[config.mk]
export PLATFORM = sky130hd
export DESIGN_NAME = jk_bank_ctrl
export DESIGN_NICKNAME = d
export VERILOG_FILES = /design/src/rtl/jk_bank_ctrl.sv
export SDC_FILE = /design/constraint.sdc
export NUM_CORES = 1
export LEC_CHECK = 0
export BUFFER_PORTS_ARGS = -buffer_cell sky130_fd_sc_hd__clkbuf_2
export CORE_UTILIZATION = 28
export DETAILED_ROUTE_END_ITERATION = 7
export PLACE_DENSITY = 0.53
export SYNTH_ARGS = -nofsm -noshare
export SYNTH_HDL_FRONTEND = slang
export SYNTH_SLANG_ARGS = --single-unit
[constraint.sdc]
create_clock -name clk -period 3.6 [get_ports clk]
set_input_delay 0.54 -clock clk [delete_from_list [all_inputs] [get_ports clk]]
set_output_delay 0.54 -clock clk [all_outputs]
set_load 0.02 [all_outputs]
[src/rtl/jk_bank_ctrl.sv]
// Command sequencer that drives the J/K inputs of an external bank of JK flops:
// load, clear, masked toggle and N-cycle up/down count, then reads the bank back.
module jk_bank_ctrl #(
  parameter int WIDTH = 4,
  parameter int CNT_W = 8
) (
  input  logic             clk,
  input  logic             rst_n,
  // Handshake: a command transfers on a rising edge where cmd_valid && cmd_ready.
  // cmd_valid may stay high while the block is busy; it is then taken on the
  // first edge with cmd_ready high. cmd_op/cmd_data/cmd_len are latched at that edge.
  input  logic             cmd_valid,
  output logic             cmd_ready,
  input  logic [2:0]       cmd_op,
  input  logic [WIDTH-1:0] cmd_data,
  input  logic [CNT_W-1:0] cmd_len,
  output logic [WIDTH-1:0] j,
  output logic [WIDTH-1:0] k,
  input  logic [WIDTH-1:0] q,
  output logic             busy,
  output logic             done,
  output logic [WIDTH-1:0] result,
  output logic             err,
  output logic [1:0]       dbg_state
);

  typedef enum logic [1:0] {
    ST_IDLE    = 2'd0,
    ST_DRIVE   = 2'd1,
    ST_RUN     = 2'd2,
    ST_CAPTURE = 2'd3
  } state_t;

  localparam logic [2:0] OP_NOP    = 3'b000;
  localparam logic [2:0] OP_LOAD   = 3'b001;
  localparam logic [2:0] OP_CLEAR  = 3'b010;
  localparam logic [2:0] OP_TOGGLE = 3'b011;
  localparam logic [2:0] OP_UP     = 3'b100;
  localparam logic [2:0] OP_DOWN   = 3'b101;

  state_t           state;
  logic [2:0]       op_q;
  logic [WIDTH-1:0] data_q;
  logic [CNT_W-1:0] cnt;
  logic [WIDTH-1:0] t_up;
  logic [WIDTH-1:0] t_dn;
  logic             accept;
  logic             op_illegal;

  assign cmd_ready  = (state == ST_IDLE) && rst_n;
  assign accept     = cmd_valid && cmd_ready;
  assign busy       = (state != ST_IDLE);
  assign dbg_state  = state;
  assign op_illegal = (op_q == 3'b110) || (op_q == 3'b111);

  // Ripple-carry style toggle enables: bit i flips when all lower bits are 1 (up) or 0 (down).
  always_comb begin
    t_up    = '0;
    t_dn    = '0;
    t_up[0] = 1'b1;
    t_dn[0] = 1'b1;
    for (int i = 1; i < WIDTH; i++) begin
      t_up[i] = t_up[i-1] & q[i-1];
      t_dn[i] = t_dn[i-1] & ~q[i-1];
    end
  end

  always_comb begin
    j = '0;
    k = '0;
    case (state)
      ST_DRIVE: begin
        case (op_q)
          OP_LOAD: begin
            j = data_q;
            k = ~data_q;
          end
          OP_CLEAR: begin
            k = '1;
          end
          OP_TOGGLE: begin
            j = data_q;
            k = data_q;
          end
          default: ;
        endcase
      end
      ST_RUN: begin
        if (op_q == OP_DOWN) begin
          j = t_dn;
          k = t_dn;
        end else begin
          j = t_up;
          k = t_up;
        end
      end
      default: ;
    endcase
  end

  always_ff @(posedge clk) begin
    if (!rst_n) begin
      state  <= ST_IDLE;
      op_q   <= OP_NOP;
      data_q <= '0;
      cnt    <= '0;
      result <= '0;
      done   <= 1'b0;
      err    <= 1'b0;
    end else begin
      done <= 1'b0;
      err  <= 1'b0;
      case (state)
        ST_IDLE: begin
          if (accept) begin
            op_q   <= cmd_op;
            data_q <= cmd_data;
            case (cmd_op)
              OP_LOAD, OP_CLEAR, OP_TOGGLE: state <= ST_DRIVE;
              OP_UP, OP_DOWN: begin
                if (cmd_len != '0) begin
                  cnt   <= cmd_len;
                  state <= ST_RUN;
                end else begin
                  state <= ST_CAPTURE;
                end
              end
              default: state <= ST_CAPTURE;
            endcase
          end
        end
        ST_DRIVE: state <= ST_CAPTURE;
        ST_RUN: begin
          // cnt holds the cycles still to run including this one
          cnt <= cnt - 1'b1;
          if (cnt == {{(CNT_W-1){1'b0}}, 1'b1}) begin
            state <= ST_CAPTURE;
          end
        end
        ST_CAPTURE: begin
          result <= q;
          done   <= 1'b1;
          err    <= op_illegal;
          state  <= ST_IDLE;
        end
        default: state <= ST_IDLE;
      endcase
    end
  end

endmodule

==> flow_metrics.env <==
export IMPL_crit_path_start_kind="flip-flop"
export IMPL_grt_max_degree=28
export IMPL_drcViolationCount=0
export IMPL_slew_violations=0
export IMPL_cts_tree="built"
export IMPL_start_util_pct=30.01
export IMPL_cts_made_buffers=3
export IMPL_clock_latency_ns=0.26
export IMPL_mostFrequentLayoutCells="clkbuf_2, nand2_1, dfxtp_1, o21ai_0, nor2_1"
export IMPL_dieArea_mm2=0.005489
export IMPL_synthFlopType="dfxtp_1"
export IMPL_nNetsFinal=248
export IMPL_rsz0062_at_grt="no"
export IMPL_die_width_um=74.09
export IMPL_port_buffers=39
export IMPL_max_stage_delay_ns=0.79
export IMPL_core_area_mm2=0.004848
export IMPL_routed_wl_um=3645
export IMPL_drive_above_1_share_pct=20.09
export IMPL_die_h_um=74.09
export IMPL_synth_area_mm2=0.001455
export IMPL_finalClockSkew_ns=0.003954
export IMPL_first_pass_iters=4
export IMPL_cp_slowest_cell="ha_1"
export IMPL_crit_required_ns=3.06
export IMPL_worstHoldPathType="in -> reg"
export IMPL_area_growth_pct=19.09
export IMPL_rows=25
export IMPL_grt_antenna_before_repair=0
export IMPL_period_minus_slack_ns=2.750
export IMPL_final_common_cell="clkbuf_2"
export IMPL_vdd_drop_max_uv=175.5
export IMPL_vias=1415
export IMPL_cap_violations=0
export IMPL_viasPerCell=4.948
export IMPL_cts_buffer_depth=2
export IMPL_p_leak_nw=0.6909
export IMPL_cts_sinks=23
export IMPL_ys_seq_elements=23
export IMPL_place_hpwl_um=2757
export IMPL_outcome="finished, final reports clean"
export IMPL_grtUsageTotal_pct=13.79
export IMPL_cp_max_fo=27
export IMPL_synthArstFlopShare_pct=0
export IMPL_ys_warn_count=0
export IMPL_diodes=0
export IMPL_hold_buffers=0
export IMPL_worstPathCellList="inv_1, ha_1, o21ai_0, a21boi_0, clkbuf_2"
export IMPL_tightest_slew_ns=0.9539
export IMPL_p_per_area_mw_per_mm2=534.7
export IMPL_crit_type="reg -> out"
export IMPL_cts_resized_gates=0
export IMPL_clkTransAtPathRegs_ns=0.08
export IMPL_first_iter_violations=69
export IMPL_ios=40
export IMPL_finalPower_mw=0.9266
export IMPL_ant_nets=0
export IMPL_setup_violations=0
export IMPL_setup_tns_ns=0
export IMPL_wire_per_inst_um=12.74
export IMPL_gp_congestion=0.8193
export IMPL_synth_cells=188
export IMPL_syn_avg_cell_area_um2=7.740
export IMPL_cp_end_kind="primary output"
export IMPL_grt_pass1_wl_um=5782
export IMPL_relSlewSlack_pct=36.41
export IMPL_grt_pass1_vias=1278
export IMPL_syn_nets=216
export IMPL_arrival_ns=2.21
export IMPL_overflow=0
export IMPL_yosysSeqAreaShare_pct=31.64
export IMPL_fmax_mhz=363.7
export IMPL_synth_edf_count=0
export IMPL_ys_types=37
export IMPL_clockRootBuffer="clkbuf_8"
export IMPL_htree_levels=1
export IMPL_fin_crit_sh_pct=76.38
export IMPL_hold_viol=0
export IMPL_post_cts_buffers=0
-- stage by stage --
step                      hold slack, ns  instance area (um^2)  setup slack, ns  instances  utilization (%)
after floorplan                   0.4427                  1455            1.234        188                -
after global placement            0.4610                  1688            1.025        282            34.81
after detailed placement          0.4649                  1688            1.005        282            34.81
after CTS                         0.4644                  1733           0.8344        286            35.74
after global routing              0.4809                  1733           0.6602        286            35.74
final                             0.4723                  1733           0.8502        286            35.74
-- cell families (layout without fill, tap and decap cells) --
group                    count (synthesis)  in the layout  share of synthesized area [%]
multiplexers                             8              8                          5.503
buffers and inverters                   21             52                          5.503
AO/OA/AOI/OAI                           45             45                          20.55
AND/OR/NAND/NOR                         80             80                          28.63
XOR/XNOR                                 5              5                          3.009
adder cells (fa/ha/maj)                  6              6                          5.159
flip-flops                              23             23                          31.64
-- Yosys cell counts (5+ instances only) --
cell type	n	share of area (%)
a21boi_0	6	3.1
mux2i_1	8	5.5
o32ai_1	5	3.0
dfxtp_1	23	32
clkbuf_1	11	2.8
o21ai_0	12	4.1
nor2b_1	8	3.4
xnor2_1	5	3.0
inv_1	9	2.3
nand2_1	30	7.7
a21oi_1	10	3.4
ha_1	6	5.2
nand2b_1	7	3.0
nor2_1	11	2.8
-- flip-flops by register name, summed over array words and instances, names as in the netlist --
name / cells
cnt: 8
data_q: 4
result: 4
op_q: 3
dbg_state: 2
done: 1
err: 1
-- critical path: cells and delay by family (launching register included) --
family | cells | cell delay, ns
AOI/OAI and AO/OA | 2 | 0.50
adders and majority gates | 1 | 0.79
buffers and inverters | 2 | 0.30
DFF | 1 | 0.36
-- cell type report --
class                   count  area [um^2]
clock buffers               4        45.04
repair buffers             39        195.2
fillers                   522         3115
flip-flops and latches     23        460.4
well taps                  67        83.83
inverters                   9        33.78
multi-input cells         144        914.6
-- power breakdown --
part	leakage [nW]	internal, mW	switching [mW]
Combinational	0.481	0.181	0.252
Clock	0.0228	0.0790	0.0823
Sequential	0.187	0.291	0.0424
Total	0.691	0.550	0.376
-- layer usage --
| layer | routed length [um] | global-route usage [%] |
|---|---|---|
| met1 | 1786 | 18.04 |
| met2 | 1568 | 21.62 |
| met3 | 200 | 2.846 |
| met4 | 90 | 6.624 |
| met5 | 0 | 0 |
-- worst paths after layout --
path                startpoint         to  slack [ns]  cells after the start
setup / recovery  dbg_state[0]       j[2]        0.85                      5
hold / removal     cmd_data[1]  data_q[1]        0.47                      3
setup reg to reg  dbg_state[0]     cnt[7]        1.14                      6
hold reg to reg      data_q[1]  data_q[1]        0.48                      2
No activity file was read; power rests on OpenSTA's default activity.
